File: config.mk
export PLATFORM = sky130hd
export DESIGN_NAME = dmi_xfer_ctrl
export DESIGN_NICKNAME = d
export VERILOG_FILES = /design/src/rtl/dmi_xfer_ctrl.sv
export SDC_FILE = /design/constraint.sdc
export NUM_CORES = 1
export LEC_CHECK = 0
export BUFFER_PORTS_ARGS = -buffer_cell sky130_fd_sc_hd__buf_2
export CAP_MARGIN = 20
export CORE_ASPECT_RATIO = 1.4
export CORE_MARGIN = 1.5
export CORE_UTILIZATION = 33
export CTS_CLUSTER_DIAMETER = 150
export CTS_CLUSTER_SIZE = 10
export DETAILED_ROUTE_END_ITERATION = 16
export SYNTH_ARGS = -nofsm -noshare
export SYNTH_HDL_FRONTEND = slang
export SYNTH_SLANG_ARGS = --single-unit
File: constraint.sdc
create_clock -name clk -period 1.6 [get_ports clk]
set_input_delay 0.08 -clock clk [delete_from_list [all_inputs] [get_ports clk]]
set_output_delay 0.08 -clock clk [all_outputs]
set_load 0.005 [all_outputs]
File: src/rtl/dmi_xfer_ctrl.sv
`default_nettype none
// ============================================================================
// Module   : dmi_xfer_ctrl
// Purpose  : DMI transaction controller between the JTAG DTM "dmi" data
//            register and the RISC-V Debug Module. Each Update-DR becomes a
//            valid/ready request to the DM, and the response is collected.
//            The controller keeps the sticky dmistat error and supplies the
//            value loaded into "dmi" on Capture-DR.
// Revision : 1.0 - initial release
// ----------------------------------------------------------------------------
// Optional feature macro : DMI_XFER_TIMEOUT_EN
//   Defined   -> a transaction is aborted after TIMEOUT_CYCLES in REQ/WAIT.
//   Undefined -> the FSM waits indefinitely for the DM.
// ----------------------------------------------------------------------------
// Ports
//   clk, rst_n          : clock, asynchronous active-low reset
//   dtm_update_i        : Update-DR pulse carrying dtm_addr_i/data_i/op_i
//   dmireset_i          : clears the sticky error
//   dmihardreset_i      : aborts the transaction, clears all state
//   capture_*_o         : address / read data / status for Capture-DR
//   dmistat_o           : sticky error
//   busy_o              : transaction in flight
//   dmi_req_*           : request channel toward the DM (valid/ready)
//   dmi_resp_*          : response channel from the DM (valid/ready)
// ============================================================================
module dmi_xfer_ctrl #(
  parameter int ADDR_WIDTH     = 7,
  parameter int DATA_WIDTH     = 32,
  parameter int TIMEOUT_CYCLES = 255
) (
  input  logic                  clk,
  input  logic                  rst_n,
  input  logic                  dtm_update_i,
  input  logic [ADDR_WIDTH-1:0] dtm_addr_i,
  input  logic [DATA_WIDTH-1:0] dtm_data_i,
  input  logic [1:0]            dtm_op_i,
  input  logic                  dmireset_i,
  input  logic                  dmihardreset_i,
  output logic [ADDR_WIDTH-1:0] capture_addr_o,
  output logic [DATA_WIDTH-1:0] capture_data_o,
  output logic [1:0]            capture_op_o,
  output logic [1:0]            dmistat_o,
  output logic                  busy_o,
  output logic                  dmi_req_valid_o,
  input  logic                  dmi_req_ready_i,
  output logic [ADDR_WIDTH-1:0] dmi_req_addr_o,
  output logic [DATA_WIDTH-1:0] dmi_req_data_o,
  output logic [1:0]            dmi_req_op_o,
  input  logic                  dmi_resp_valid_i,
  output logic                  dmi_resp_ready_o,
  input  logic [DATA_WIDTH-1:0] dmi_resp_data_i,
  input  logic [1:0]            dmi_resp_resp_i
);

  // DMI op / response encodings (jtag_dmi_pkg values)
  localparam logic [1:0] c_OP_NOP       = 2'd0;
  localparam logic [1:0] c_OP_READ      = 2'd1;
  localparam logic [1:0] c_OP_WRITE     = 2'd2;
  localparam logic [1:0] c_OP_RSVD      = 2'd3;
  localparam logic [1:0] c_RESP_SUCCESS = 2'd0;
  localparam logic [1:0] c_RESP_FAILED  = 2'd2;
  localparam logic [1:0] c_RESP_BUSY    = 2'd3;

  typedef enum logic [1:0] {
    ST_IDLE = 2'd0,
    ST_REQ  = 2'd1,
    ST_WAIT = 2'd2
  } state_e;

  state_e                r_state;
  logic [1:0]            r_sticky;
  logic [ADDR_WIDTH-1:0] r_req_addr;
  logic [DATA_WIDTH-1:0] r_req_data;
  logic [1:0]            r_req_op;
  logic [ADDR_WIDTH-1:0] r_capture_addr;
  logic [DATA_WIDTH-1:0] r_capture_data;

  logic w_req_hs;
  logic w_resp_hs;
  logic w_accept;
  logic w_timeout;

  assign w_req_hs  = (r_state == ST_REQ)  && dmi_req_ready_i;
  assign w_resp_hs = (r_state == ST_WAIT) && dmi_resp_valid_i;

  // A new request is only taken when idle, error-free and not masked by a
  // same-cycle dmireset.
  assign w_accept = dtm_update_i && !dmireset_i && (r_sticky == 2'd0) &&
                    (r_state == ST_IDLE) &&
                    ((dtm_op_i == c_OP_READ) || (dtm_op_i == c_OP_WRITE));

`ifdef DMI_XFER_TIMEOUT_EN
  localparam int c_TIMER_RAW = $clog2(TIMEOUT_CYCLES + 1);
  localparam int c_TIMER_W   = (c_TIMER_RAW < 8)  ? 8 :
                               (c_TIMER_RAW > 32) ? 32 : c_TIMER_RAW;
  // Fires on the cycle whose increment would reach TIMEOUT_CYCLES, so the
  // request/response phase lasts exactly TIMEOUT_CYCLES cycles.
  localparam logic [c_TIMER_W-1:0] c_TIMEOUT_LAST = c_TIMER_W'(TIMEOUT_CYCLES - 1);

  logic [c_TIMER_W-1:0] r_timer;

  // Held at zero while idle, so it starts from zero on REQ entry.
  always_ff @(posedge clk or negedge rst_n) begin
    if (!rst_n) begin
      r_timer <= '0;
    end else if (dmihardreset_i || (r_state == ST_IDLE)) begin
      r_timer <= '0;
    end else begin
      r_timer <= r_timer + 1'b1;
    end
  end

  // A handshake in the same cycle takes precedence over the timeout.
  assign w_timeout = (r_state != ST_IDLE) && (r_timer == c_TIMEOUT_LAST) &&
                     !w_req_hs && !w_resp_hs;
`else
  assign w_timeout = 1'b0;
`endif

  always_ff @(posedge clk or negedge rst_n) begin
    if (!rst_n) begin
      r_state        <= ST_IDLE;
      r_sticky       <= 2'd0;
      r_req_addr     <= '0;
      r_req_data     <= '0;
      r_req_op       <= c_OP_NOP;
      r_capture_addr <= '0;
      r_capture_data <= '0;
    end else if (dmihardreset_i) begin
      r_state        <= ST_IDLE;
      r_sticky       <= 2'd0;
      r_req_addr     <= '0;
      r_req_data     <= '0;
      r_req_op       <= c_OP_NOP;
      r_capture_addr <= '0;
      r_capture_data <= '0;
    end else begin
      case (r_state)
        ST_IDLE: begin
          if (w_accept) begin
            r_req_addr     <= dtm_addr_i;
            r_req_data     <= dtm_data_i;
            r_req_op       <= dtm_op_i;
            r_capture_addr <= dtm_addr_i;
            r_state        <= ST_REQ;
          end
        end
        ST_REQ: begin
          if (w_req_hs)       r_state <= ST_WAIT;
          else if (w_timeout) r_state <= ST_IDLE;
        end
        ST_WAIT: begin
          if (w_resp_hs) begin
            r_state <= ST_IDLE;
            if (r_req_op == c_OP_READ) r_capture_data <= dmi_resp_data_i;
          end else if (w_timeout) begin
            r_state <= ST_IDLE;
          end
        end
        default: r_state <= ST_IDLE;
      endcase

      // Sticky error: dmireset beats everything, then the first error wins
      // and holds until cleared. An error response outranks a same-cycle
      // update; a clean response still lets that update flag BUSY because
      // the registered state is not yet IDLE.
      if (dmireset_i) begin
        r_sticky <= 2'd0;
      end else if (r_sticky == 2'd0) begin
        if (w_resp_hs && (dmi_resp_resp_i != c_RESP_SUCCESS)) begin
          r_sticky <= c_RESP_FAILED;
        end else if (w_timeout) begin
          r_sticky <= c_RESP_FAILED;
        end else if (dtm_update_i) begin
          if (r_state != ST_IDLE)          r_sticky <= c_RESP_BUSY;
          else if (dtm_op_i == c_OP_RSVD)  r_sticky <= c_RESP_FAILED;
        end
      end
    end
  end

  assign busy_o           = (r_state != ST_IDLE);
  assign dmi_req_valid_o  = (r_state == ST_REQ);
  assign dmi_resp_ready_o = (r_state == ST_WAIT);
  assign dmi_req_addr_o   = r_req_addr;
  assign dmi_req_data_o   = r_req_data;
  assign dmi_req_op_o     = r_req_op;
  assign capture_addr_o   = r_capture_addr;
  assign capture_data_o   = r_capture_data;
  assign dmistat_o        = r_sticky;
  assign capture_op_o     = (r_sticky != 2'd0) ? r_sticky :
                            busy_o             ? c_RESP_BUSY : c_RESP_SUCCESS;

endmodule
`default_nettype wire

==> flow_metrics.py <==
metrics = {
    "run_status": {
        "outcome": "finished, final reports clean",
    },
    "critical_path": {
        "critPathMaxStageDelay_ps": 430,
        "cpMaxStageDelayCell": "dfrtp_1",
        "crit_family": "simple AND/OR/NAND/NOR gates",
        "path_buf_inv": 1,
        "end_kind": "flip-flop",
        "cp_max_fo": 22,
        "crit_required_ps": 1850,
        "cp_cell_sequence": "nor2_2 -> and4_4 -> buf_12 -> mux2i_1",
        "cp-start-kind": "flip-flop",
        "critPathKind": "reg -> reg",
        "cp.arrival_ps": 1710,
    },
    "power": {
        "ir_worst_vdd_v": 0.000460,
        "cellLeakagePower_nw": 2.70,
        "power_density_nw_per_um2": 831,
        "power_mw": 4.56,
    },
    "yosys": {
        "synth_cell_types": 31,
        "ys_warn_count": 0,
        "netlist_instances": 356,
        "ys_seq_area_frac": 0.462,
        "synth_area_um2": 4170,
        "ys_seq_elements": 77,
        "syn-num-nets": 439,
        "avgSynthCellArea_um2": 11.7,
    },
    "floorplan": {
        "num_rows": 48,
        "die_area_um2": 13300,
        "die_y_um": 136,
        "initial_utilization": 0.339,
        "io_pins": 169,
        "core_um2": 12300,
        "die-width_um": 98.1,
    },
    "sta": {
        "finalCritPeriodShare": 0.916,
        "max-slew-margin-rel": 0.732,
        "tns_ps": 0,
        "finalClockSkew_ps": 7.77,
        "max_freq_mhz": 682,
        "hold_ws_ps": 4.66,
        "setup_viol": 0,
        "worstMarginPinSlew_ps": 402,
        "period_minus_slack_ps": 1470,
        "rsz0062_at_grt": "false",
        "hold_viol": 0,
        "slew_violations": 0,
    },
    "grt": {
        "grt_overflow_total": 0,
        "grt_use_met1": 0.177,
        "use_met2": 0.262,
        "grtUsageMet3": 0.0339,
        "grt_pass1_wl_um": 15900,
        "antenna_found_initial": 1,
        "grt_pass1_vias": 3242,
        "grt_max_degree": 60,
        "grt_use_total": 0.150,
        "busiest_layer": "met2",
    },
    "run": {
        "maxCapViolations": 0,
    },
    "layout": {
        "final_core_util": 0.446,
        "area_growth_pct": 31.6,
        "fin_area_um2": 5490,
        "drive_gt1_frac": 0.467,
        "n_fill_cell": 1193,
        "nets": 609,
    },
    "detailed_routing": {
        "drt_iter0_drc": 60,
        "wire_per_inst_um": 14.4,
        "dr_total_vias": 3098,
        "drc": 0,
        "vias_per_cell": 4.54,
        "antenna_left": 0,
        "drt_pass1_iterations": 4,
        "routed_wl_um": 9820,
    },
    "clock_network": {
        "clock_sinks": 77,
        "cts.path.max_buffers": 2,
        "clock_latency_ps": 330,
        "cts_buffers": 9,
        "root_buffer": "clkbuf_16",
        "cts_tree": "yes",
        "ctsHtreeMaxLevel": 3,
        "cts_resized": 0,
        "cts_hold_buf": 15,
        "path_clk_slew_ps": 60,
        "postCtsSetupBuffers": 0,
    },
    "placement": {
        "io_buffers": 168,
        "dp_hpwl_um": 7150,
        "dpl_cell_area_um2": 5040,
        "place_congestion": 0.727,
    },
    "min_path": {
        "hold_class": "in -> reg",
    },
}
-- synth_stat cells --
cell,instances,area share
a22oi_1,1,0.0018
a31oi_1,1,0.0015
a41oi_1,1,0.0021
and2b_2,1,0.0021
and3_2,1,0.0018
and4_4,1,0.0027
and4b_1,1,0.0024
buf_12,7,0.034
buf_2,2,0.0024
buf_4,7,0.013
buf_6,2,0.0054
clkbuf_1,13,0.012
dfrtp_1,77,0.46
dlymetal6s2s_1,1,0.0030
ha_1,1,0.0030
inv_1,3,0.0027
mux2i_1,73,0.18
nand2_1,3,0.0027
nand2b_1,95,0.14
nand2b_2,7,0.015
nor2_1,2,0.0018
nor2_2,1,0.0015
nor2b_1,1,0.0015
nor2b_4,1,0.0033
nor3_1,2,0.0024
nor3_2,1,0.0024
o21ai_0,2,0.0024
o21bai_1,2,0.0036
o41ai_1,1,0.0021
or2_0,1,0.0015
or2b_2,44,0.092
-- metrics by stage --
stage | setup WS [ps] | std cells
after floorplan | 253 | 356
after global placement | 212 | 650
after detailed placement | 119 | 650
after CTS | 117 | 681
after global routing | 3.39 | 682
final | 134 | 682
-- routing by layer --
metal  vias to the layer above  share of wire
met5                         -              0
met4                         0          0.027
met3                        19          0.046
met2                        97           0.51
met1                      1502           0.41
li1                       1480              -
-- cells by family (layout without fill, tap and decap cells) --
| logic type | after synthesis | in the layout | share of synthesized area |
|---|---|---|---|
| AO/OA/AOI/OAI | 8 | 8 | 0.0135 |
| adder cells (fa/ha/maj) | 1 | 1 | 0.00300 |
| buffers and inverters | 35 | 210 | 0.0713 |
| flip-flops | 77 | 77 | 0.462 |
| multiplexers | 73 | 73 | 0.175 |
| other | 0 | 1 | 0 |
| AND/OR/NAND/NOR | 162 | 162 | 0.275 |
-- worst min-delay path, cell delays in order --
cell      delay, ps
buf_2           100
nand2b_1         60
mux2i_1          60
-- placed cells by master (no fill, tap or decap) --
master,Yosys,routed
o41ai_1,1,1
inv_1,3,3
a31oi_1,1,1
and4b_2,0,1
nand2b_2,7,7
nor2b_1,1,1
ha_1,1,1
clkinvlp_4,0,1
buf_4,7,5
a41oi_1,1,1
and4_4,1,1
o21ai_0,2,2
nor2_2,1,1
o21bai_1,2,2
or2_0,1,1
a22oi_1,1,1
clkbuf_16,0,9
clkbuf_1,13,2
bufinv_16,0,1
clkinv_2,0,2
diode_2,0,1
nor2_1,2,2
dlygate4sd3_1,0,15
or2b_2,44,44
nor3_2,1,1
nor3_1,2,2
nand2_1,3,3
nor2b_4,1,1
clkbuf_8,0,1
dfrtp_1,77,77
buf_2,2,166
buf_12,7,5
and2b_2,1,1
nand2b_1,95,95
mux2i_1,73,73
and3_2,1,1
-- registers in the layout, indices dropped and copies added, names as in the netlist --
register        flops
dmi_req_data_o     32
dmistat_o           2
dmi_req_op_o        2
capture_addr_o      7
r_state             2
capture_data_o     32
-- power breakdown --
group	internal, mW	switching (mW)	leakage [nW]
Clock	1.25	0.771	0.143
Combinational	0.289	0.236	1.49
Sequential	1.99	0.0298	1.07
-- path summary, 6_finish.rpt --
path	from	to	slack, ps	cells past startpoint
max in group asynchronous	rst_n	capture_addr_o[1]$_DFFE_PN0P_	800	3
min in group asynchronous	rst_n	dmi_req_data_o[27]$_DFFE_PN0P_	220	2
setup / recovery	r_state[0]$_DFFE_PN0P_	dmi_req_data_o[25]$_DFFE_PN0P_	130	4
hold reg to reg	r_state[1]$_DFFE_PN0P_	r_state[0]$_DFFE_PN0P_	510	1
setup reg to reg	r_state[0]$_DFFE_PN0P_	dmi_req_data_o[25]$_DFFE_PN0P_	130	4
hold / removal	dtm_addr_i[6]	capture_addr_o[6]$_DFFE_PN0P_	5	3
-- cell type report --
class                           instances  area, um2  share of cell area
Clock inverter                          4       47.5             0.00866
Inverter                                3       11.3             0.00205
Clock buffer                           12        246              0.0449
Timing Repair Buffer                  191       1120               0.204
Tap cell                              150        188              0.0342
Antenna cell                            1       2.50            0.000456
Sequential cell                        77       1930               0.351
Multi-Input combinational cell        244       1950               0.355
(Power assumes the default switching activity.)
